[src/rtl/psram_ddr_rx.sv]
// PSRAM DDR read-data capture: qualifies byte pairs by RWDS, packs 16-bit words into a FWFT FIFO.
// Optional strobe timeout is compiled in with `define PSRAM_RX_TIMEOUT_EN.
module psram_ddr_rx #(
    parameter int FIFO_DEPTH = 4,
    parameter int LEN_W      = 10,
    parameter int TIMEOUT    = 64
) (
    input  logic             sys_clk,
    input  logic             sys_rst,
    input  logic             rd_start,
    input  logic [LEN_W-1:0] rd_len,
    input  logic [7:0]       ddr_q0,
    input  logic [7:0]       ddr_q1,
    input  logic [1:0]       ddr_strb,
    output logic [15:0]      rd_data,
    output logic             rd_valid,
    input  logic             rd_ready,
    output logic             rd_busy,
    output logic             rd_done,
    output logic             rd_err,
    output logic             rd_ovf
);

    localparam int AW = $clog2(FIFO_DEPTH);
    localparam logic [AW:0]      FULL_CNT = (AW+1)'(FIFO_DEPTH);
    localparam logic [LEN_W-1:0] ONE_WORD = LEN_W'(1);

    if (FIFO_DEPTH < 2 || (FIFO_DEPTH & (FIFO_DEPTH - 1)) != 0 || TIMEOUT < 2) begin : g_bad_param
        $error("psram_ddr_rx: FIFO_DEPTH must be a power of two >= 2 and TIMEOUT >= 2");
    end

    typedef enum logic [1:0] {S_IDLE, S_WAIT, S_RECV, S_DRAIN} state_t;

    state_t           state;
    state_t           state_nxt;
    logic [15:0]      mem [FIFO_DEPTH];
    logic [AW-1:0]    wptr;
    logic [AW-1:0]    rptr;
    logic [AW:0]      count;
    logic [LEN_W-1:0] remain;
    logic             zero_done;
    logic             ovf_q;

    logic strb_vld;
    logic capturing;
    logic take;
    logic last_word;
    logic fifo_full;
    logic pop;
    logic push;
    logic drop;
    logic start_ok;
    logic timeout;

    assign strb_vld  = (ddr_strb == 2'b10);
    assign capturing = (state == S_WAIT) || (state == S_RECV);
    assign take      = capturing && strb_vld;
    assign last_word = take && (remain == ONE_WORD);
    assign fifo_full = (count == FULL_CNT);
    assign pop       = rd_valid && rd_ready;
    // A push into a full FIFO still succeeds when the head leaves in the same cycle.
    assign push      = take && (!fifo_full || pop);
    assign drop      = take && fifo_full && !pop;
    assign start_ok  = (state == S_IDLE) && rd_start;

    assign rd_valid = (count != '0);
    assign rd_data  = rd_valid ? mem[rptr] : 16'h0000;
    assign rd_busy  = (state != S_IDLE);
    assign rd_ovf   = ovf_q;

`ifdef PSRAM_RX_TIMEOUT_EN
    localparam int TW = $clog2(TIMEOUT);
    localparam logic [TW-1:0] TO_LAST = TW'(TIMEOUT - 1);

    logic [TW-1:0] to_cnt;
    logic          err_q;

    assign timeout = capturing && !strb_vld && (to_cnt == TO_LAST);
    assign rd_err  = err_q;

    // Cleared outside WAIT/RECV, so every entry into WAIT or RECV starts from zero.
    always_ff @(posedge sys_clk or negedge sys_rst) begin
        if (!sys_rst) begin
            to_cnt <= '0;
            err_q  <= 1'b0;
        end else begin
            if (!capturing || strb_vld) begin
                to_cnt <= '0;
            end else begin
                to_cnt <= to_cnt + 1'b1;
            end
            if (start_ok) begin
                err_q <= 1'b0;
            end else if (timeout) begin
                err_q <= 1'b1;
            end
        end
    end
`else
    assign timeout = 1'b0;
    assign rd_err  = 1'b0;
`endif

    always_ff @(posedge sys_clk or negedge sys_rst) begin
        if (!sys_rst) begin
            state <= S_IDLE;
        end else begin
            state <= state_nxt;
        end
    end

    always_comb begin
        state_nxt = state;
        rd_done   = zero_done;
        case (state)
            S_IDLE: begin
                if (rd_start && (rd_len != '0)) begin
                    state_nxt = S_WAIT;
                end
            end
            S_WAIT, S_RECV: begin
                if (last_word || timeout) begin
                    state_nxt = S_DRAIN;
                end else if (take) begin
                    state_nxt = S_RECV;
                end
            end
            S_DRAIN: begin
                if (count == '0) begin
                    rd_done   = 1'b1;
                    state_nxt = S_IDLE;
                end
            end
            default: state_nxt = S_IDLE;
        endcase
    end

    always_ff @(posedge sys_clk or negedge sys_rst) begin
        if (!sys_rst) begin
            remain    <= '0;
            zero_done <= 1'b0;
            ovf_q     <= 1'b0;
        end else begin
            zero_done <= start_ok && (rd_len == '0);
            if (start_ok) begin
                remain <= rd_len;
                ovf_q  <= 1'b0;
            end else begin
                if (take) begin
                    remain <= remain - 1'b1;
                end
                if (drop) begin
                    ovf_q <= 1'b1;
                end
            end
        end
    end

    // FIFO control; pointers wrap naturally since the depth is a power of two.
    always_ff @(posedge sys_clk or negedge sys_rst) begin
        if (!sys_rst) begin
            wptr  <= '0;
            rptr  <= '0;
            count <= '0;
        end else begin
            if (push) begin
                wptr <= wptr + 1'b1;
            end
            if (pop) begin
                rptr <= rptr + 1'b1;
            end
            case ({push, pop})
                2'b10:   count <= count + 1'b1;
                2'b01:   count <= count - 1'b1;
                default: count <= count;
            endcase
        end
    end

    // Storage carries no reset; rd_data is masked while the FIFO is empty.
    always_ff @(posedge sys_clk) begin
        if (push) begin
            mem[wptr] <= {ddr_q0, ddr_q1};
        end
    end

endmodule

[config.mk]
export PLATFORM = sky130hd
export DESIGN_NAME = psram_ddr_rx
export DESIGN_NICKNAME = d
export VERILOG_FILES = /design/src/rtl/psram_ddr_rx.sv
export SDC_FILE = /design/constraint.sdc
export NUM_CORES = 1
export LEC_CHECK = 0
export ABC_AREA = 1
export CORE_MARGIN = 4
export CORE_UTILIZATION = 51
export CTS_BUF_LIST = sky130_fd_sc_hd__clkbuf_4
export DETAILED_ROUTE_END_ITERATION = 6
export GPL_TIMING_DRIVEN = 0
export PLACE_DENSITY_LB_ADDON = 0.25
export RECOVER_POWER = 100
export REMOVE_ABC_BUFFERS = 1
export SKIP_CTS_REPAIR_TIMING = 1
export SYNTH_ARGS = -nofsm -noshare
export SYNTH_HDL_FRONTEND = slang
export SYNTH_SLANG_ARGS = --single-unit
[constraint.sdc]
create_clock -name sys_clk -period 2.54 [get_ports sys_clk]
set_clock_uncertainty 0.2 [all_clocks]
set_input_delay 0.381 -clock sys_clk [delete_from_list [all_inputs] [get_ports sys_clk]]
set_output_delay 0.381 -clock sys_clk [all_outputs]
set_load 0.02 [all_outputs]
# Word level (Yosys, flattened, before mapping)
# Memory sizes are Yosys's and may differ from the RTL's.
# Cells that the tools add are included.
[totals]
wordCells = 63
mem_bits_ro = 0
latchBits = 0
ram_bits = 64
out_inout_bits = 21
register_bits = 21
memories = 1
inputBits = 32
[op_classes]
mux = 15
n_lt_le_gt_ge = 0
n_reduce_logical = 24
addsub = 5
shift = 0
eq_ne = 11
bitwise = 0
n_div = 0
n_mul = 0
[mem_list]
columns = ["memory", "depth", "word_bits", "read_ports", "rd_ports_with_merged_regs", "wr", "line", "rtl"]
rows = [
  ["mem", 4, 16, 1, 0, 1, "36", "logic [15:0] mem [FIFO_DEPTH];"],
]
[ops]
columns = ["operator", "n"]
rows = [
  ["$mux W10", 2],
  ["$mux W16", 1],
  ["$eq A10 B1 Y1 const B", 1],
  ["$logic_not A10 Y1", 1],
  ["$reduce_bool A10 Y1", 1],
  ["$sub A10 B1 Y10 const B", 1],
  ["$logic_and A1 B1 Y1", 9],
  ["$eq A2 B2 Y1 const B", 4],
  ["$mux W2", 4],
  ["$reduce_bool A2 Y1", 4],
  ["$mux W1", 6],
  ["$pmux W2 S3", 1],
  ["$pmux W3 S2", 1],
  ["$add A2 B1 Y2 const B", 2],
  ["$eq A2 B1 Y1 const B", 2],
  ["$add A3 B1 Y3 const B", 1],
  ["$eq A3 B3 Y1 const B", 1],
  ["$logic_not A3 Y1", 1],
  ["$ne A3 B3 Y1 const B", 1],
  ["$reduce_and A3 Y1", 1],
  ["$reduce_bool A3 Y1", 1],
  ["$sub A3 B1 Y3 const B", 1],
  ["$logic_not A1 Y1", 2],
  ["$logic_not A2 Y1", 1],
  ["other kinds (4)", 5],
]

# Logic depth before layout (Yosys ltp)
# Gate-level depths: netlist of run 1.
[logic_depth]
ltp_word = 7
ltp_mapped = 11
depth_no_buf = 11

# Worst setup path before layout of run 1
# Ideal clock, no wire load.
[synth_timing]
path_type = "reg2reg"
startpoint = "reg state[0]"
endpoint = "mem mem[0][0], enable pin"
setup_ps = 389
arrival_time_ps = 1781
stages_incl_launch_ff = 7
required_ps = 1951
slack_ps = 171
cell_sequence = "dfrtp_1 > inv_1 > ha_1 > nand3_2 > inv_2 > nand2_2 > nor2_1"
[synth_via]
elab_chain_len = 6
word_cells_on_any_way = 7
cone_classes = "eq/ne (2); mux (2); reduce/logical (3)"
[synth_lines]
columns = ["element", "line", "rtl"]
rows = [
  ["start: declaration", "34", "state_t state;"],
  ["start signal: assignment", "108", "state <= state_nxt;"],
  ["$eq A2 B1 Y1 or $eq A2 B2 Y1 (tied branches)", "56", "assign capturing = (state == S_WAIT) || (state == S_RECV);"],
  ["$logic_or A1 B1 Y1 (*)", "56", ""],
  ["$logic_and A1 B1 Y1 (*)", "57", "assign take = capturing && strb_vld;"],
  ["$logic_and A1 B1 Y1 (*)", "62", "assign push = take && (!fifo_full || pop);"],
  ["$mux W1 (*)", "182", "if (push) begin"],
  ["$mux W1 (not written as such) (*)", "183", "mem[wptr] <= {ddr_q0, ddr_q1};"],
  ["end: declaration", "36", ""],
]
# Mark *: on every way between the ends. The rest lies on a longest branch, timed or not.

# Final worst setup path of run 1
[layout_timing]
startpoint = "reg rptr[0]"
endpoint = "out rd_data[7]"
[layout_via]
elab_chain_len = 2
[layout_lines]
columns = ["element", "line", "rtl"]
rows = [
  ["start: declaration", "38", "logic [AW-1:0] rptr;"],
  ["start signal: assignment", "170", "rptr <= rptr + 1'b1;"],
  ["$mem_v2 Z4 W16", "n/a", ""],
  ["$mux W16", "67", "assign rd_data = rd_valid ? mem[rptr] : 16'h0000;"],
  ["end: declaration", "15", "output logic [15:0] rd_data,"],
]
# No other way between the ends.

==> results.md, run 1 <==
* Status: completed
* Mapped Area at 3852 µm²
* CP Cell Sequence: buf_6 > nor2_1 > nor2_1 > o21ai_1 > a21oi_1 > clkbuf_1
* Max-cap violations at 0
* Number of I/O pins at 53
* Yosys warns at 0
* Syn Inst Count at 366
* Htree depth at 3
* Initial Utilization at 0.5283
* Syn Area/Cell at 10.53 µm²
* Antenna violations before repair at 1
* CTS root buf: clkbuf_4
* P_leak at 0.001727 µW
* Clock transition at path regs at 0.13 ns
* Worst skew pair latency at 0.42 ns
* CP delay by family, top: flip-flops
* Unrepaired setup endpoints after global routing: no
* CTS tree: built
* Share of post-route cells with drive strength above 1 at 0.09836
* Row Count at 31
* Crit path buf inv count at 2
* Comb pwr share at 0.465
* Register area share after synthesis at 0.6353
* CP Data Required Time at 1.96 ns
* Seq pwr share at 0.395
* Placeable Area at 7292 µm²
* Sink Count at 85
* Final Wtd Congestion at 0.7587
* Die outline width at 94.91 µm
* FF+latch count, synth at 85
* Final-report max-slew violation count at 0
* Global-route wire length before repair at 12280 µm
* Avg Vias per Cell at 5.066
* Detailed router's first-iteration violation count at 64
* Crit-path max FO at 17
* Hold WC Path Type: register to register
* Worst R2R Setup Slack at 0.17 ns
* Internal power at 2718 µW
* Clk pwr share at 0.140
* DRT Pass-1 Iters at 5
* Avg WL per Cell at 14.55 µm
* Final Hold Viols at 0
* Residual DRC count at 0
* Synth unique cells at 30
* CP arrival at 1.81 ns
* Area grow syn2layout at 17.70%
* Most frequent cells in the layout: nor2_1, edfxtp_1, nand2_1
* Most used cell, CP: nor2_1
* Crit-path max cell delay at 0.52 ns
* Tightest Pin Transition at 0.9691 ns
* GRT overflow at 0
* Final period utilization at 0.9412
* Die Y at 94.91 µm
* Setup total negative slack at 0 ns
* PortBufs at 51
* Final wirelength at 7666 µm
* Slew headroom at 0.3518
* Endpoints failing setup at 0
* GRT Total Usage at 0.1822
* Sw frac at 0.4325
* Post-DRT Antenna Nets at 0
* Setup Crit Path Kind: register to output pin
* Largest area contributor in the netlist: edfxtp_1
* P per Cell Area at 1056 nW/µm²
* Total vias in the final route at 2670
* Net switching power at 2072 µW
* DP HPWL at 4921 µm
* Nets at 463
* Clock Path Buffers at 2
* Vias in the first global route at 2641
* Max frequency at 418.3 MHz
* Commonest non-fill, non-tap cell in the layout: nor2_1
* Top cells by area, synth: edfxtp_1, dfrtp_1, nor2_1, nand2_1, ha_1
* Fill count at 609
* Cts bufs inserted at 9
* Fin Hold WS at 0.3033 ns
* Yosys top cell area share at 0.4989
* Max IR drop VDD at 435.3 µV
* Full die area at 9008 µm²
* Crit path capture type: output pin
* Slowest CP cell: dfrtp_4
* Setup crit start kind: register
* Largest net degree at the start of global routing at 35
* Min Clock Period, post-route at 2.391 ns
-- path summary, 6_finish.rpt --
| kind | from | endpoint | cells after the start |
|---|---|---|---|
| setup / recovery | rptr[0] | rd_data[7] | 6 |
| hold / removal | count[0] | count[0] | 1 |
| setup reg to reg | state[1] | mem[1][0] | 7 |
| hold reg to reg | count[0] | count[0] | 1 |
| max in group asynchronous | sys_rst | rptr[1] | 1 |
| min in group asynchronous | sys_rst | remain[5] | 1 |
-- synthesized netlist by cell type --
cell      number
nand4_1        2
nand2_1       42
or2_2          1
nor2_1        81
nor3_2         1
xor2_1         6
o211ai_1       6
a21oi_1       19
o21ai_1       20
conb_1         1
nand3_2        3
xnor2_1        2
buf_2          6
clkbuf_2       2
inv_2          7
o221ai_1       2
nand3_1       12
nor2_2         3
nor3_1         1
nand2_2        4
o21ai_0       16
nand4_2        1
ha_1           8
dfrtp_1       21
edfxtp_1      64
nor2_4         1
inv_1         25
o21bai_1       3
buf_4          5
fa_1           1
-- registers in the layout (all words and copies together), names as in the netlist --
| register | count |
|---|---|
| count | 3 |
| mem | 64 |
| rd_ovf | 1 |
| remain | 10 |
| rptr | 2 |
| state | 2 |
| wptr | 2 |
| zero_done | 1 |
-- cells by family after synthesis --
family,synth area share
AO/OA/AOI/OAI,0.09354
XOR/XNOR,0.01819
adder cells (fa/ha/maj),0.03118
buffers and inverters,0.05132
flip-flops,0.6353
other,0.0009734
AND/OR/NAND/NOR,0.1695
-- final cells by class --
class | instances | area, µm² | area share
antenna | 1 | 2.502 | 0.0005519
timing repair buffer | 58 | 493.0 | 0.1087
tap | 99 | 123.9 | 0.02732
multi-input combinational | 236 | 1212 | 0.2674
clock buffer | 9 | 67.56 | 0.01490
clock inverter | 7 | 50.05 | 0.01104
inverter | 32 | 130.1 | 0.02870
sequential | 85 | 2455 | 0.5414
-- per-stage QoR --
step,cells,setup slack (ns),total power (µW),utilization,area (µm²)
global route,527,0.01745,5167,0.6218,4534
finish,527,0.1494,4790,0.6218,4534
detailed placement,505,-0.7079,4292,0.6096,4446
floorplan,353,0.1709,3405,-,3775
CTS,521,-1.186,4951,0.6258,4563
global placement,503,-0.7023,4204,0.6047,4409
-- layer usage --
layer	vias to the layer above	part of all wire	track usage	routed length, µm
met4	0	0.017	0.08053	132
met1	1241	0.42	0.2145	3242
li1	1350	-	-	-
met5	-	0	0	0
met3	11	0.052	0.04064	402
met2	68	0.51	0.3183	3888
-- power by group through the flow --
| stage | Combinational [µW] | Clock (µW) | Sequential (µW) |
|---|---|---|---|
| 6_report | 2230 | 672 | 1890 |
| 5_1_grt | 2510 | 740 | 1920 |
| 4_1_cts | 2280 | 683 | 1990 |
| 3_5_place_dp | 2280 | 0 | 2020 |
| 3_3_place_gp | 2200 | 0 | 2010 |
| 2_1_floorplan | 1460 | 0 | 1940 |
No activity file was read; power rests on OpenSTA's default activity.
==> run 2, diff against run 1 <==
- CORE_UTILIZATION: 51 -> 57
- PLACE_DENSITY: default -> 0.83
- PLACE_DENSITY_LB_ADDON: 0.25 -> default
- clock period: 2.54 -> 2.4 ns (I/O delays scaled with it)
==> results.md, run 2 (synthesis results as in run 1) <==
* CP Data Required Time at 1.84 ns
* Detailed router's first-iteration violation count at 135
* Met1 usage at 0.2337
* Overall power at 5345 µW
* Post-DRT Antenna Nets at 0
* Endpoints failing setup at 0
* Placeable Area at 6459 µm²
* Avg Vias per Cell at 5.406
* Total vias in the final route at 2757
* DRT Pass-1 Iters at 4
* Avg WL per Cell at 15.84 µm
* Crit-path max FO at 17
* Clock Path Buffers at 2
* Worst R2R Setup Slack at 0.18 ns
* Die Y at 90.21 µm
* Met2 Use GR at 0.3391
* Most used cell, CP: nor2_1
* Final worst slack at 0.009237 ns
* Antenna violations before repair at 1
* Vias in the first global route at 2652
* Final Wtd Congestion at 0.8181
* Slew headroom at 0.3265
* Global-route wire length before repair at 12280 µm
* Die outline width at 90.21 µm
* Final-report max-slew violation count at 0
* Placed cell areas at 4392 µm²
* Hold depth at 2
* HP Start: state[0]
* Crit path capture type: output pin
* Setup crit start kind: register
* PortBufs at 51
* P_leak at 0.001888 µW
* Sink Count at 85
* CP delay by family, top: flip-flops
* Residual DRC count at 0
* Worst skew pair latency at 0.41 ns
* GRT Total Usage at 0.1910
* Setup Crit Path Kind: register to output pin
* Crit path depth at 6
* Most flops, register: mem
* CTS root buf: clkbuf_4
* Inst Count DP at 481
* Slowest CP cell: dfrtp_4
* Pre-CTS WS at -0.7520 ns
* Nets at 468
* Cells on worst reg2reg path at 7
* Htree depth at 3
* Max frequency at 418.3 MHz
* Initial Utilization at 0.5965
* CP Cell Sequence: buf_6 > nor2_1 > nor2_1 > o21ai_0 > a21oi_1 > dlymetal6s2s_1
* Row Count at 29
* Final Hold Viols at 0
* Crit-path max cell delay at 0.52 ns
* Min Clock Period, post-route at 2.391 ns
* Status: completed
* DP HPWL at 4883 µm
* CTS tree: built
* Crit path buf inv count at 2
* Max-cap violations at 0
* Clock transition at path regs at 0.14 ns
* GRT Max-Usage Layer: met2
* Share of post-route cells with drive strength above 1 at 0.1181
* CP arrival at 1.83 ns
* Number of I/O pins at 53
* Largest net degree at the start of global routing at 35
* Fin area at 4641 µm²
* Area grow syn2layout at 20.46%
* Full die area at 8138 µm²
* Hold WC Path Type: register to register
* R2r startpoint: state[0]
* Most frequent cells in the layout: nor2_1, edfxtp_1, nand2_1
* Tightest Pin Transition at 1.007 ns
* WHS Endpoint: state[0]
* Max FFs per register at 64
* Commonest non-fill, non-tap cell in the layout: nor2_1
* Top Registers: mem: 64 flops, remain: 10 flops, count: 3 flops
* P per Cell Area at 1152 nW/µm²
* Final period utilization at 0.9962
* Cts bufs inserted at 9
* GRT overflow at 0
* Final wirelength at 8079 µm
* M3 GR Usage at 0.03339
* R2r endpoint: mem[2][15]
* Final cell count without fillers at 510
* Max IR drop VDD at 535.4 µV
run 2: changes by cell type in the layout (fill, tap and decap cells not counted), sizes merged:
cell / change
clkinvlp: -1
dlymetal6s2s: +9
dlygate4sd3: -1
buf: +3
inv: -1
bufinv: +1
clkbuf: -5
run 2: metal layers:
metal,vias to the layer above,routed length (µm),part of all wire
li1,1357,-,-
met1,1304,3474,0.43
met2,81,4078,0.50
met3,15,378,0.047
met4,0,148,0.018
met5,-,0,0
run 2: final cells by class:
cell class                 instances  area (µm²)
multi-input combinational        236        1210
fill                             473        1818
clock inverter                     6       63.81
tap                               77       96.34
clock buffer                      10       75.07
inverter                          32       130.1
sequential                        85        2455
antenna                            1       2.502
timing repair buffer              63       608.1
run 2: stage by stage:
| stage | util | TNS (ns) | hold WS, ns |
|---|---|---|---|
| 2_1_floorplan | - | 0 | -0.1356 |
| 5_1_grt | 0.7185 | -0.2186 | 0.3607 |
| 3_5_place_dp | 0.6800 | -31.12 | 0.3040 |
| 4_1_cts | 0.7015 | -31.54 | 0.3088 |
| 3_3_place_gp | 0.6784 | -54.77 | 0.2914 |
| 6_report | 0.7185 | 0 | 0.3264 |
run 2: report_power, final:
group          switching (µW)  leakage [µW]  total, µW  internal, µW
clock network             474     0.0000740        803           328
registers                 170      0.000832       2020          1850
logic                    1560      0.000982       2530           967
total                    2200       0.00189       5350          3140
run 2: tightest hold or removal path: cells and delay by family, from the launching register on:
kind | cells | cell delay, ns
flops | 1 | 0.39
simple gates | 2 | 0.11
run 2: how the worst max path moves through the flow:
stage | start | endpoint | slack [ns]
finish | rptr[0] | rd_data[8] | 0.009
global route | rptr[0] | rd_data[8] | -0.1
CTS | rptr[0] | rd_data[3] | -1.23
detailed placement | rptr[0] | rd_data[3] | -0.75
global placement | ddr_strb[1] | mem[3][2] | -0.73
floorplan | state[0] | mem[0][0] | 0.03
==> run 3, diff against run 2 <==
- REMOVE_ABC_BUFFERS: 1 -> default
==> results.md, run 3 (synthesis results as in run 1) <==
* Avg Vias per Cell at 5.524
* GRT Total Usage at 0.2157
* Final period utilization at 1.006
* Final worst slack at -0.01522 ns
* Max-cap violations at 0
* DRT Pass-1 Iters at 5
* Final-report max-slew violation count at 0
* Avg WL per Cell at 17.00 µm
* Cts bufs inserted at 9
* PortBufs at 51
* R2r endpoint: mem[3][13]
* Final Hold Viols at 0
* Setup crit start kind: register
* Endpoints failing setup at 1
* Clock transition at path regs at 0.14 ns
* Hold WC Path Type: primary input to async pin
* Full die area at 8138 µm²
* Fin Hold WS at 0.3193 ns
* Max IR drop VDD at 506.5 µV
* Largest net degree at the start of global routing at 22
* Most frequent cells in the layout: nor2_1, edfxtp_1, nand2_1
* Seq pwr share at 0.360
* Internal power at 3157 µW
* Sink Count at 85
* Worst R2R Setup Slack at 0.10 ns
* Die Y at 90.21 µm
* Htree depth at 3
* Clk pwr share at 0.154
* Antenna fix cells at 0
* Net switching power at 2340 µW
* P per Cell Area at 1186 nW/µm²
* Commonest non-fill, non-tap cell in the layout: nor2_1
* Status: finished with violations
* Unrepaired setup endpoints after global routing: yes
* Final wirelength at 8757 µm
* Slew headroom at 0.3410
* Initial Utilization at 0.5965
* CTS tree: built
* Max FFs per register at 64
* Setup total negative slack at -0.01522 ns
* CTS root buf: clkbuf_4
* Comb pwr share at 0.486
* FF+latch area at 2447 µm²
* Area occupied by multi-input gates at 1214 µm²
* CP Data Required Time at 1.84 ns
* Top Registers: mem: 64 flops, remain: 10 flops, count: 3 flops
* P_leak at 0.001845 µW
* CP arrival at 1.86 ns
* Antenna violations before repair at 0
* Sw frac at 0.4257
* Final Wtd Congestion at 0.8426
* Failing checks: setup timing
* DP HPWL at 5556 µm
* Die outline width at 90.21 µm
* Setup Crit Path Kind: register to output pin
* Final Core Density at 0.7176
* Worst skew pair latency at 0.43 ns
* Detailed router's first-iteration violation count at 220
* Syn nets at 407
* Crit path capture type: output pin
* Max frequency at 414.0 MHz
* Vias in the first global route at 2877
* Crit-path max FO at 10
* Share of post-route cells with drive strength above 1 at 0.1438
* GRT overflow at 0
* R2r startpoint: state[0]
* Total vias in the final route at 2845
* Nets at 474
* Post-DRT Antenna Nets at 0
* Number of I/O pins at 53
* Most flops, register: mem
* Placeable Area at 6459 µm²
* Fill count at 461
* Tightest Pin Transition at 0.9853 ns
* Clock Path Buffers at 2
* Residual DRC count at 0
* Min Clock Period, post-route at 2.415 ns
* Row Count at 29
* Cells on worst reg2reg path at 7
* Global-route wire length before repair at 13850 µm
* Area grow syn2layout at 20.30%
run 3: cell types whose count changed in the layout (fill, tap and decap cells not counted), moves of 2 or more:
cell	previous run	this run
dlymetal6s2s_1	10	1
clkbuf_4	12	16
clkbuf_2	3	6
buf_6	1	6
buf_2	0	2
dfrtp_4	2	0
dfrtp_1	19	21
nand2_2	4	2
run 3: critical path: stages (launching register included):
cell	delay [ns]
dfrtp_1	0.34
buf_4	0.16
inv_2	0.10
buf_6	0.16
nor2_1	0.16
o21ai_1	0.10
a21oi_1	0.20
buf_2	0.20
run 3: metal layers:
layer,routed length (µm),vias up,track usage
li1,-,1369,-
met1,3660,1346,0.2788
met2,4424,111,0.3584
met3,509,19,0.04424
met4,163,0,0.08418
met5,0,-,0
run 3: final cells by class:
| cell class | instances | share of cell area |
|---|---|---|
| sequential | 85 | 0.5281 |
| multi-input combinational | 236 | 0.2619 |
| timing repair buffer | 56 | 0.1031 |
| buffer | 13 | 0.02754 |
| inverter | 32 | 0.02700 |
| tap | 77 | 0.02079 |
| clock buffer | 10 | 0.01620 |
| clock inverter | 6 | 0.01539 |
run 3: power groups by stage:
stage                     sequential, µW  clock (µW)  combinational (µW)
after global routing                2000         915                2940
after CTS                           1970         841                2720
after global placement              1980           0                2580
final                               1980         847                2670
after floorplan                     1970           0                1740
after detailed placement            2000           0                2700
run 3: worst max-delay path by stage:
| stage | startpoint | endpoint | slack, ns | cells after the start |
|---|---|---|---|---|
| after floorplan | state[0] | mem[0][0] | 0.03 | 6 |
| after global placement | ddr_strb[1] | mem[3][9] | -0.71 | 5 |
| after detailed placement | ddr_strb[1] | mem[3][10] | -0.35 | 5 |
| after CTS | rptr[0] | rd_data[4] | -0.45 | 7 |
| after global routing | rptr[1] | rd_data[5] | -0.08 | 7 |
| final | rptr[1] | rd_data[5] | -0.02 | 7 |
run 3: stage by stage:
step                area (µm²)  instances  setup slack [ns]  total power, µW
global placement          4459        494           -0.7066             4568
floorplan                 3852        366           0.03088             3704
finish                    4634        515          -0.01522             5498
global route              4634        515          -0.07856             5858
detailed placement        4469        494           -0.3516             4694
CTS                       4616        510           -0.4460             5532
